File: config.mk
export PLATFORM = sky130hd
export DESIGN_NAME = token_ring_seq
export DESIGN_NICKNAME = d
export VERILOG_FILES = /design/src/rtl/token_ring_seq.sv
export SDC_FILE = /design/constraint.sdc
export NUM_CORES = 1
export LEC_CHECK = 0
export ABC_AREA = 1
export BUFFER_PORTS_ARGS = -buffer_cell sky130_fd_sc_hd__buf_2
export CAP_MARGIN = 30
export CORE_MARGIN = 1.5
export CORE_UTILIZATION = 45
export DETAILED_ROUTE_END_ITERATION = 7
export GPL_ROUTABILITY_DRIVEN = 0
export PLACE_DENSITY = 0.69
export SLEW_MARGIN = 20
export SYNTH_ARGS = -nofsm -noshare
export SYNTH_HDL_FRONTEND = slang
export SYNTH_SLANG_ARGS = --single-unit
File: constraint.sdc
create_clock -name clk -period 1.6 [get_ports clk]
set_input_delay 0.08 -clock clk [delete_from_list [all_inputs] [get_ports clk]]
set_output_delay 0.08 -clock clk [all_outputs]
set_load 0.05 [all_outputs]
File: src/rtl/token_ring_seq.sv
// -----------------------------------------------------------------------------
// token_ring_seq
//
// Parametrised one-hot token sequencer. A single token walks N positions and
// moves one step on each cycle that en is sampled high. There are two walk
// patterns:
//   ring   (mode=0) : 0,1,..,N-1,0,1,..        (wraps forward)
//   bounce (mode=1) : 0,1,..,N-1,N-2,..,1,0,1,.. (ping-pong)
// Each return of the token to position 0 from another position counts as one
// completed lap. A starvation timer raises stall once the token has been
// parked away from home with en low for TMO consecutive cycles.
//
// Parameters:
//   N     : number of token positions (N >= 2)
//   LAP_W : width of the saturating lap counter
//   TMO   : consecutive starved cycles before stall asserts (TMO >= 1)
//
// Ports:
//   clk     in   1      clock
//   rst     in   1      synchronous, active-low reset
//   en      in   1      advance token one position this cycle
//   mode    in   1      0 = ring, 1 = bounce; sampled every cycle
//   state   out  N      one-hot token position, registered
//   home    out  1      state[0]
//   lap_cnt out  LAP_W  completed returns to home, saturating
//   stall   out  1      starvation flag, registered
// -----------------------------------------------------------------------------
module token_ring_seq #(
  parameter int N     = 4,
  parameter int LAP_W = 8,
  parameter int TMO   = 16
) (
  input  logic             clk,
  input  logic             rst,
  input  logic             en,
  input  logic             mode,
  output logic [N-1:0]     state,
  output logic             home,
  output logic [LAP_W-1:0] lap_cnt,
  output logic             stall
);

  // Wide enough to hold the value TMO itself.
  localparam int SW = $clog2(TMO + 1);

  typedef enum logic {
    DIR_FWD = 1'b0,
    DIR_REV = 1'b1
  } dir_e;

  logic [N-1:0]     state_q,     state_d;
  dir_e             dir_q,       dir_d;
  logic [LAP_W-1:0] lap_cnt_q,   lap_cnt_d;
  logic [SW-1:0]    stall_cnt_q, stall_cnt_d;
  logic             stall_q,     stall_d;

  // ---------------------------------------------------------------------------
  // Next-state logic
  // ---------------------------------------------------------------------------
  always_comb begin
    // NOTE: every output of this block gets a default first, so no path can
    // leave a variable unassigned and infer a latch.
    state_d     = state_q;
    dir_d       = dir_q;
    lap_cnt_d   = lap_cnt_q;
    stall_cnt_d = stall_cnt_q;

    // Ring mode always walks forward, so the direction is parked at FWD even
    // on idle cycles; a later switch to bounce then starts moving forward.
    if (!mode) begin
      dir_d = DIR_FWD;
    end

    if (en) begin
      if (!mode) begin
        // Rotate left: bit N-1 wraps to bit 0.
        state_d = {state_q[N-2:0], state_q[N-1]};
      end else if (dir_q == DIR_FWD) begin
        if (state_q[N-1]) begin
          state_d = state_q >> 1;
          dir_d   = DIR_REV;
        end else begin
          state_d = state_q << 1;
        end
      end else begin
        if (state_q[0]) begin
          state_d = state_q << 1;
          dir_d   = DIR_FWD;
        end else begin
          state_d = state_q >> 1;
        end
      end
    end

    // A lap completes only when the token arrives at home; departing home or
    // sitting there does not count.
    if (en && state_d[0] && !state_q[0] && (lap_cnt_q != {LAP_W{1'b1}})) begin
      lap_cnt_d = lap_cnt_q + LAP_W'(1);
    end

    // Starvation: token away from home and not allowed to move.
    if (en || state_q[0]) begin
      stall_cnt_d = '0;
    end else if (stall_cnt_q != SW'(TMO)) begin
      stall_cnt_d = stall_cnt_q + SW'(1);
    end

    stall_d = (stall_cnt_d == SW'(TMO));
  end

  // ---------------------------------------------------------------------------
  // Registers
  // ---------------------------------------------------------------------------
  always_ff @(posedge clk) begin
    // NOTE: sequential state is updated with non-blocking assignments so all
    // flops sample their inputs from the same pre-edge values.
    if (!rst) begin
      state_q     <= N'(1);
      dir_q       <= DIR_FWD;
      lap_cnt_q   <= '0;
      stall_cnt_q <= '0;
      stall_q     <= 1'b0;
    end else begin
      state_q     <= state_d;
      dir_q       <= dir_d;
      lap_cnt_q   <= lap_cnt_d;
      stall_cnt_q <= stall_cnt_d;
      stall_q     <= stall_d;
    end
  end

  assign state   = state_q;
  assign home    = state_q[0];
  assign lap_cnt = lap_cnt_q;
  assign stall   = stall_q;

  // ---------------------------------------------------------------------------
  // Embedded properties
  // ---------------------------------------------------------------------------
`ifndef SYNTHESIS
  a_onehot : assert property (@(posedge clk) disable iff (!rst)
    $onehot(state_q));

  a_stall_not_home : assert property (@(posedge clk) disable iff (!rst)
    stall_q |-> !state_q[0]);

  // The previous sample must itself be out of reset, otherwise the check
  // would compare against the value that reset just cleared.
  a_lap_monotonic : assert property (@(posedge clk) disable iff (!rst)
    $past(rst) |-> (lap_cnt_q >= $past(lap_cnt_q)));
`endif

`ifdef FORMAL
  // Fairness: en is not withheld forever.
  m_en_fair : assume property (@(posedge clk) s_eventually en);

  // Liveness is stated per walk pattern: alternating modes at the turning
  // points can keep the token bouncing between N-2 and N-1 indefinitely.
  m_mode_stable : assume property (@(posedge clk) disable iff (!rst)
    $stable(mode));

  a_home_live : assert property (@(posedge clk) disable iff (!rst)
    s_eventually state_q[0]);
`endif

endmodule

==> impl_metrics.json, run 1 <==
{
  "htreeDepth": 1,
  "clock_latency_ns": 0.29,
  "final_common_cell": "nand2_1",
  "gr-usage-met3_pct": 3.869,
  "slew_headroom_pct": 75.93,
  "postRouteAntennaNets": 0,
  "grt_pass1_vias": 869,
  "finClkSkew_ns": 0.002714,
  "cts_buffers": 3,
  "syn2layout_area_growth_pct": 15.34,
  "power_density_mw_per_mm2": 727.2,
  "yosysTopAreaCell": "dfxtp_1",
  "ir_worst_vdd_mv": 0.3557,
  "core_area_mm2": 0.002170,
  "finalSetupTns_ns": 0,
  "grt_max_degree": 12,
  "synth_compound_area_share_pct": 15.09,
  "drt-vias-per-instance": 5.081,
  "dr.pass1.iters": 4,
  "port-buffer-count": 17,
  "max_freq_mhz": 698.9,
  "grt_usage_pct": 18.77,
  "clockBufferDepth": 2,
  "dpl.hpwl_mm": 1.679,
  "synth_adder_area_share_pct": 3.681,
  "criticalPathCategory": "register to register",
  "cts_setup_buffers": 0,
  "tightest_slew_ns": 0.3607,
  "synth_seq_area_share_pct": 37.30,
  "synth.area.top_cells": "dfxtp_1 (37%), nand2_1 (12%), nand3_1 (5.9%)",
  "ctsResizeCount": 0,
  "die_x_um": 50.61,
  "synth_nets": 144,
  "cellLeakagePower_nw": 0.4785,
  "drt-wirelength-per-cell_um": 11.46,
  "fp-row-count": 17,
  "status": "complete, no violations",
  "crit_fanout": 8,
  "post_dp_cell_area_mm2": 0.001139,
  "syn_area_mm2": 0.001020,
  "syn_inst": 137,
  "cp-start-kind": "register",
  "ys_types": 27,
  "initial_core_util_pct": 47.00,
  "final_cell_mix": "nand2_1 (32), dfxtp_1 (17), buf_2 (17), nand3_1 (12)",
  "die-area_mm2": 0.002561,
  "drtIter0Drc": 10,
  "end_kind": "register",
  "synth_xor_area_share_pct": 3.436,
  "routed_wl_mm": 2.131,
  "grt.met1_usage_pct": 22.69,
  "root_buffer": "clkbuf_4",
  "hold_buffers": 1,
  "antenna_found_initial": 0,
  "dr_total_vias": 945,
  "path_clk_slew_ns": 0.11,
  "crit_arrival_ns": 1.66,
  "min_period_ns": 1.431,
  "num_io_pins": 18,
  "setup_viol": 0,
  "synth_top_area_share_pct": 37.30,
  "fin_crit_sh_pct": 89.42,
  "synthMuxAreaShare_pct": 0,
  "final_hold_viol_count": 0,
  "grt_use_met2_pct": 32.46,
  "rsz0062_at_grt": "no",
  "hold_class": "primary input to register",
  "antennaDiodeCount": 0,
  "grt_first_pass_wirelength_mm": 3.636,
  "drc_errors": 0,
  "cts_tree": "done",
  "fin_area_mm2": 0.001176,
  "ys_warn_count": 0,
  "top_usage_layer": "met2",
  "fin_nets": 166,
  "drv_slew": 0,
  "synth-simple-area-share_pct": 33.87,
  "die_y_um": 50.61,
  "drive_above_1_share_pct": 24.68,
  "syn_avg_cell_area_um2": 7.443,
  "synth_top_family_by_area": "simple AND/OR/NAND/NOR gates",
  "maxCapViolCount": 0,
  "required_ns": 1.83,
  "synth.ff_latch_count": 19,
  "overflow": 0,
  "cts_sinks": 19
}
==> worst max-delay path, stage by stage (launching register included) <==
cell	delay (ns)
dfxtp_2	0.38
ha_1	0.21
nand2_1	0.08
nor2_1	0.17
nand2_2	0.16
nand3_4	0.16
nand2_1	0.06
a21oi_1	0.14
==> sequential cells by signal (all words and copies together) (netlist names) <==
| signal | cells |
|---|---|
| state | 4 |
| dir_q | 1 |
| stall_cnt_q | 5 |
| stall | 1 |
| lap_cnt | 8 |
==> synthesized netlist by cell type (all sizes together) <==
| library cell | n |
|---|---|
| nand3b | 2 |
| nand4 | 4 |
| a211oi | 1 |
| a31oi | 1 |
| nand3 | 14 |
| inv | 14 |
| o21ai | 8 |
| clkinv | 1 |
| xnor2 | 1 |
| or2 | 2 |
| a21oi | 14 |
| nand2 | 37 |
| dfxtp | 19 |
| xor2 | 3 |
| buf | 1 |
| nor2 | 11 |
| ha | 3 |
| clkbuf | 1 |
==> routing by layer <==
layer	wire length (um)	up-vias
met5	0	-
met2	1067	16
li1	-	499
met3	80	2
met1	968	428
met4	14	0
==> final cells by class <==
class                      count  area (um2)
fill                         226       993.5
sequential                    19       382.9
timing repair buffer          19       102.6
clock buffer                   3       22.52
clock inverter                 1       5.005
tap                           28       35.03
multi-input combinational    101       571.8
inverter                      15       56.30
==> final timing paths <==
| kind | start | to | slack, ns | depth (start not counted) |
|---|---|---|---|---|
| worst max-delay path | lap_cnt[0] | lap_cnt[3] | 0.17 | 7 |
| worst min-delay path | en | state[2] | 0.07 | 2 |
| worst max register to register | lap_cnt[0] | lap_cnt[3] | 0.17 | 7 |
| worst min register to register | lap_cnt[1] | lap_cnt[1] | 0.50 | 2 |
==> report_power, final <==
group	internal [W]	switching, W
registers	0.000483	0.0000128
clock network	0.0000930	0.000152
logic	0.0000303	0.0000837
==> kinds of logic after synthesis <==
kind of cell,count (synthesis)
xor+xnor,4
buf+inv,17
fa+ha+maj,3
flops,19
compound gates,24
simple gates,70
==> through the flow <==
step | utilization, % | setup WS (ns) | cells | total power [W] | hold WS (ns)
2_1_floorplan | - | 0.06075 | 137 | 0.0005914 | 0.1491
3_3_place_gp | 52.48 | 0.2914 | 181 | 0.0006166 | 0.3118
3_5_place_dp | 52.48 | 0.2142 | 181 | 0.0006201 | 0.3150
4_1_cts | 54.21 | 0.1951 | 186 | 0.0008670 | 0.07031
5_1_grt | 54.21 | 0.01160 | 186 | 0.0009049 | 0.07482
6_report | 54.21 | 0.1692 | 186 | 0.0008553 | 0.06704
Power figures use the tool's default switching activity.
==> run 2: changes to the inputs <==
--- a/config.mk
+++ b/config.mk
@@ -12,7 +12,8 @@
 export CORE_UTILIZATION = 45
 export DETAILED_ROUTE_END_ITERATION = 7
 export GPL_ROUTABILITY_DRIVEN = 0
-export PLACE_DENSITY = 0.69
+export PLACE_DENSITY = 0.72
+export REMOVE_ABC_BUFFERS = 1
 export SLEW_MARGIN = 20
 export SYNTH_ARGS = -nofsm -noshare
 export SYNTH_HDL_FRONTEND = slang
==> constraint.sdc (replaced) <==
create_clock -name clk -period 1.2 [get_ports clk]
set_input_delay 0.06 -clock clk [delete_from_list [all_inputs] [get_ports clk]]
set_output_delay 0.06 -clock clk [all_outputs]
set_load 0.05 [all_outputs]
==> run 2 against run 1 <==
  * The run now ends with setup timing left
  * Combinational power up 57%
  * Register-to-register slack worse by 0.20 ns
  * Critical endpoint is now lap_cnt[6]
  * Setup slack worse by 0.20 ns
  * First-iteration DRC count up 130%
  * Largest cell class unchanged
  * Largest power group unchanged
  * Non-clock buffer count up 15
  * Sequential power up 33%
==> impl_metrics.json, run 2 (synthesized netlist as in run 1, its figures left out) <==
{
  "dr_total_vias": 1047,
  "intPower_w": 0.0008237,
  "grt_pass1_vias": 942,
  "dr.pass1.iters": 4,
  "dpl.cell_count": 192,
  "routed_wl_mm": 2.560,
  "p_seq_share_pct": 56.0,
  "die_y_um": 50.61,
  "drt-wirelength-per-cell_um": 12.74,
  "postRouteAntennaNets": 0,
  "overflow": 0,
  "fin_util_pct": 66.44,
  "fin_cells": 201,
  "drive_above_1_share_pct": 49.13,
  "critPathSlowestCell": "dfxtp_2",
  "grt_first_pass_wirelength_mm": 4.022,
  "cts_tree": "done",
  "cts_buffers": 3,
  "final_common_cell": "nand2_1",
  "antenna_found_initial": 0,
  "status": "complete, but fails checks",
  "reg2reg_to": "lap_cnt[6]",
  "rr_startpoint": "lap_cnt[1]",
  "cp_slowest_stage_delay_ns": 0.37,
  "cp_cell_sequence": "ha_4, buf_4, nand4_1, or2_1, o21ai_1, nor2_1",
  "dpl.hpwl_mm": 1.645,
  "max_freq_mhz": 809.8,
  "cp-start-kind": "register",
  "rsz0062_at_grt": "yes",
  "path_clk_slew_ns": 0.11,
  "die_x_um": 50.61,
  "criticalPathCategory": "register to register",
  "end_kind": "register",
  "crit_buf_inv": 1,
  "setup_viol": 4,
  "r2r_cells": 6,
  "syn2layout_area_growth_pct": 41.35,
  "fp-row-count": 17,
  "maxCapViolCount": 0,
  "largest_reg_flops": 8,
  "finalSetupTns_ns": -0.09030,
  "drt-vias-per-instance": 5.209,
  "ir_worst_vdd_mv": 0.6623,
  "clockBufferDepth": 2,
  "p_comb_share_pct": 15.2,
  "cts_sinks": 19,
  "drc_errors": 0,
  "finClkSkew_ns": 0.006703,
  "num_io_pins": 18,
  "slew_headroom_pct": 72.26,
  "antennaDiodeCount": 0,
  "htreeDepth": 1,
  "crit_arrival_ns": 1.45,
  "crit_fanout": 3,
  "startpoint": "lap_cnt[1]",
  "clock_power_share_pct": 28.8,
  "total_power_w": 0.001179,
  "die-area_mm2": 0.002561,
  "port-buffer-count": 17,
  "drv_slew": 0,
  "power.switching_w": 0.0003554,
  "min_period_ns": 1.235,
  "power_density_mw_per_mm2": 818.0,
  "fin_ws_ns": -0.03480,
  "grt_max_degree": 12,
  "core_area_mm2": 0.002170,
  "grt_usage_pct": 21.00,
  "final_cell_mix": "nand2_1 (27), buf_4 (16), buf_2 (15)",
  "drtIter0Drc": 23,
  "root_buffer": "clkbuf_4",
  "clock_latency_ns": 0.31,
  "cp_top_family": "flip-flops",
  "switching_share_pct": 30.14,
  "violations": "setup timing",
  "initial_core_util_pct": 47.00,
  "hold_class": "primary input to register",
  "cp.depth": 6,
  "final_hold_viol_count": 0,
  "tightest_slew_ns": 0.4157,
  "required_ns": 1.42,
  "r2r_slack_ns": -0.03,
  "fin_crit_sh_pct": 102.9,
  "cellLeakagePower_nw": 0.6005,
  "fin_nets": 181,
  "crit_path_end": "lap_cnt[6]"
}
==> run 2: cell types whose count changed in the layout (fill, tap and decap cells not counted), moves of 3 or more <==
cell,change
nand3_2,+7
ha_1,-3
nand2_1,-5
dfxtp_1,-8
dfxtp_2,+7
nand2_4,+3
buf_4,+15
nand3_1,-7
==> run 2: per-stage QoR <==
step | instance area [um2] | setup slack [ns] | hold slack [ns]
after global routing | 1441 | -0.09801 | 0.02673
after global placement | 1219 | -0.07267 | 0.2843
after detailed placement | 1219 | -0.1547 | 0.2906
after CTS | 1346 | -0.01407 | 0.01449
final | 1441 | -0.03480 | 0.02307
after floorplan | 1008 | -0.7036 | 0.1291
==> run 2: per-layer routing <==
metal	part of all wire (%)	GRT usage (%)	vias to the layer above
met3	3.6	5.952	4
met2	53	35.31	24
li1	-	-	524
met5	0	0	-
met4	1.2	8.559	0
met1	43	25.00	495
==> run 2: power by group through the flow <==
stage               Sequential (W)  Clock, W  Combinational [W]
CTS                       0.000662  0.000348           0.000165
global placement          0.000672         0           0.000156
finish                    0.000661  0.000340           0.000179
floorplan                 0.000719         0          0.0000653
detailed placement        0.000673         0           0.000159
global route              0.000663  0.000371           0.000190
==> run 2: cell type report <==
cell class / instances / area, um2
clock buffer: 3 / 22.52
fill: 177 / 728.2
clock inverter: 1 / 5.005
sequential: 19 / 395.4
inverter: 15 / 56.30
tap: 28 / 35.03
timing repair buffer: 34 / 227.7
multi-input combinational: 101 / 699.4
==> run 2: what timing repair did <==
item                       in CTS  in global routing
setup endpoints to repair      11                  9
hold endpoints to repair        1                  0
setup buffers                   2                  2
pin swaps                      13                 15
gates resized for setup        24                 21
hold buffers                    1                  0
==> run 2: worst min path at each step <==
stage	start	end	slack (ns)	depth (start not counted)
2_1_floorplan	rst	state[0]	0.13	1
3_3_place_gp	rst	state[0]	0.28	2
3_5_place_dp	rst	state[0]	0.29	2
4_1_cts	en	state[2]	0.01	2
5_1_grt	en	state[2]	0.03	2
6_report	en	state[2]	0.02	2
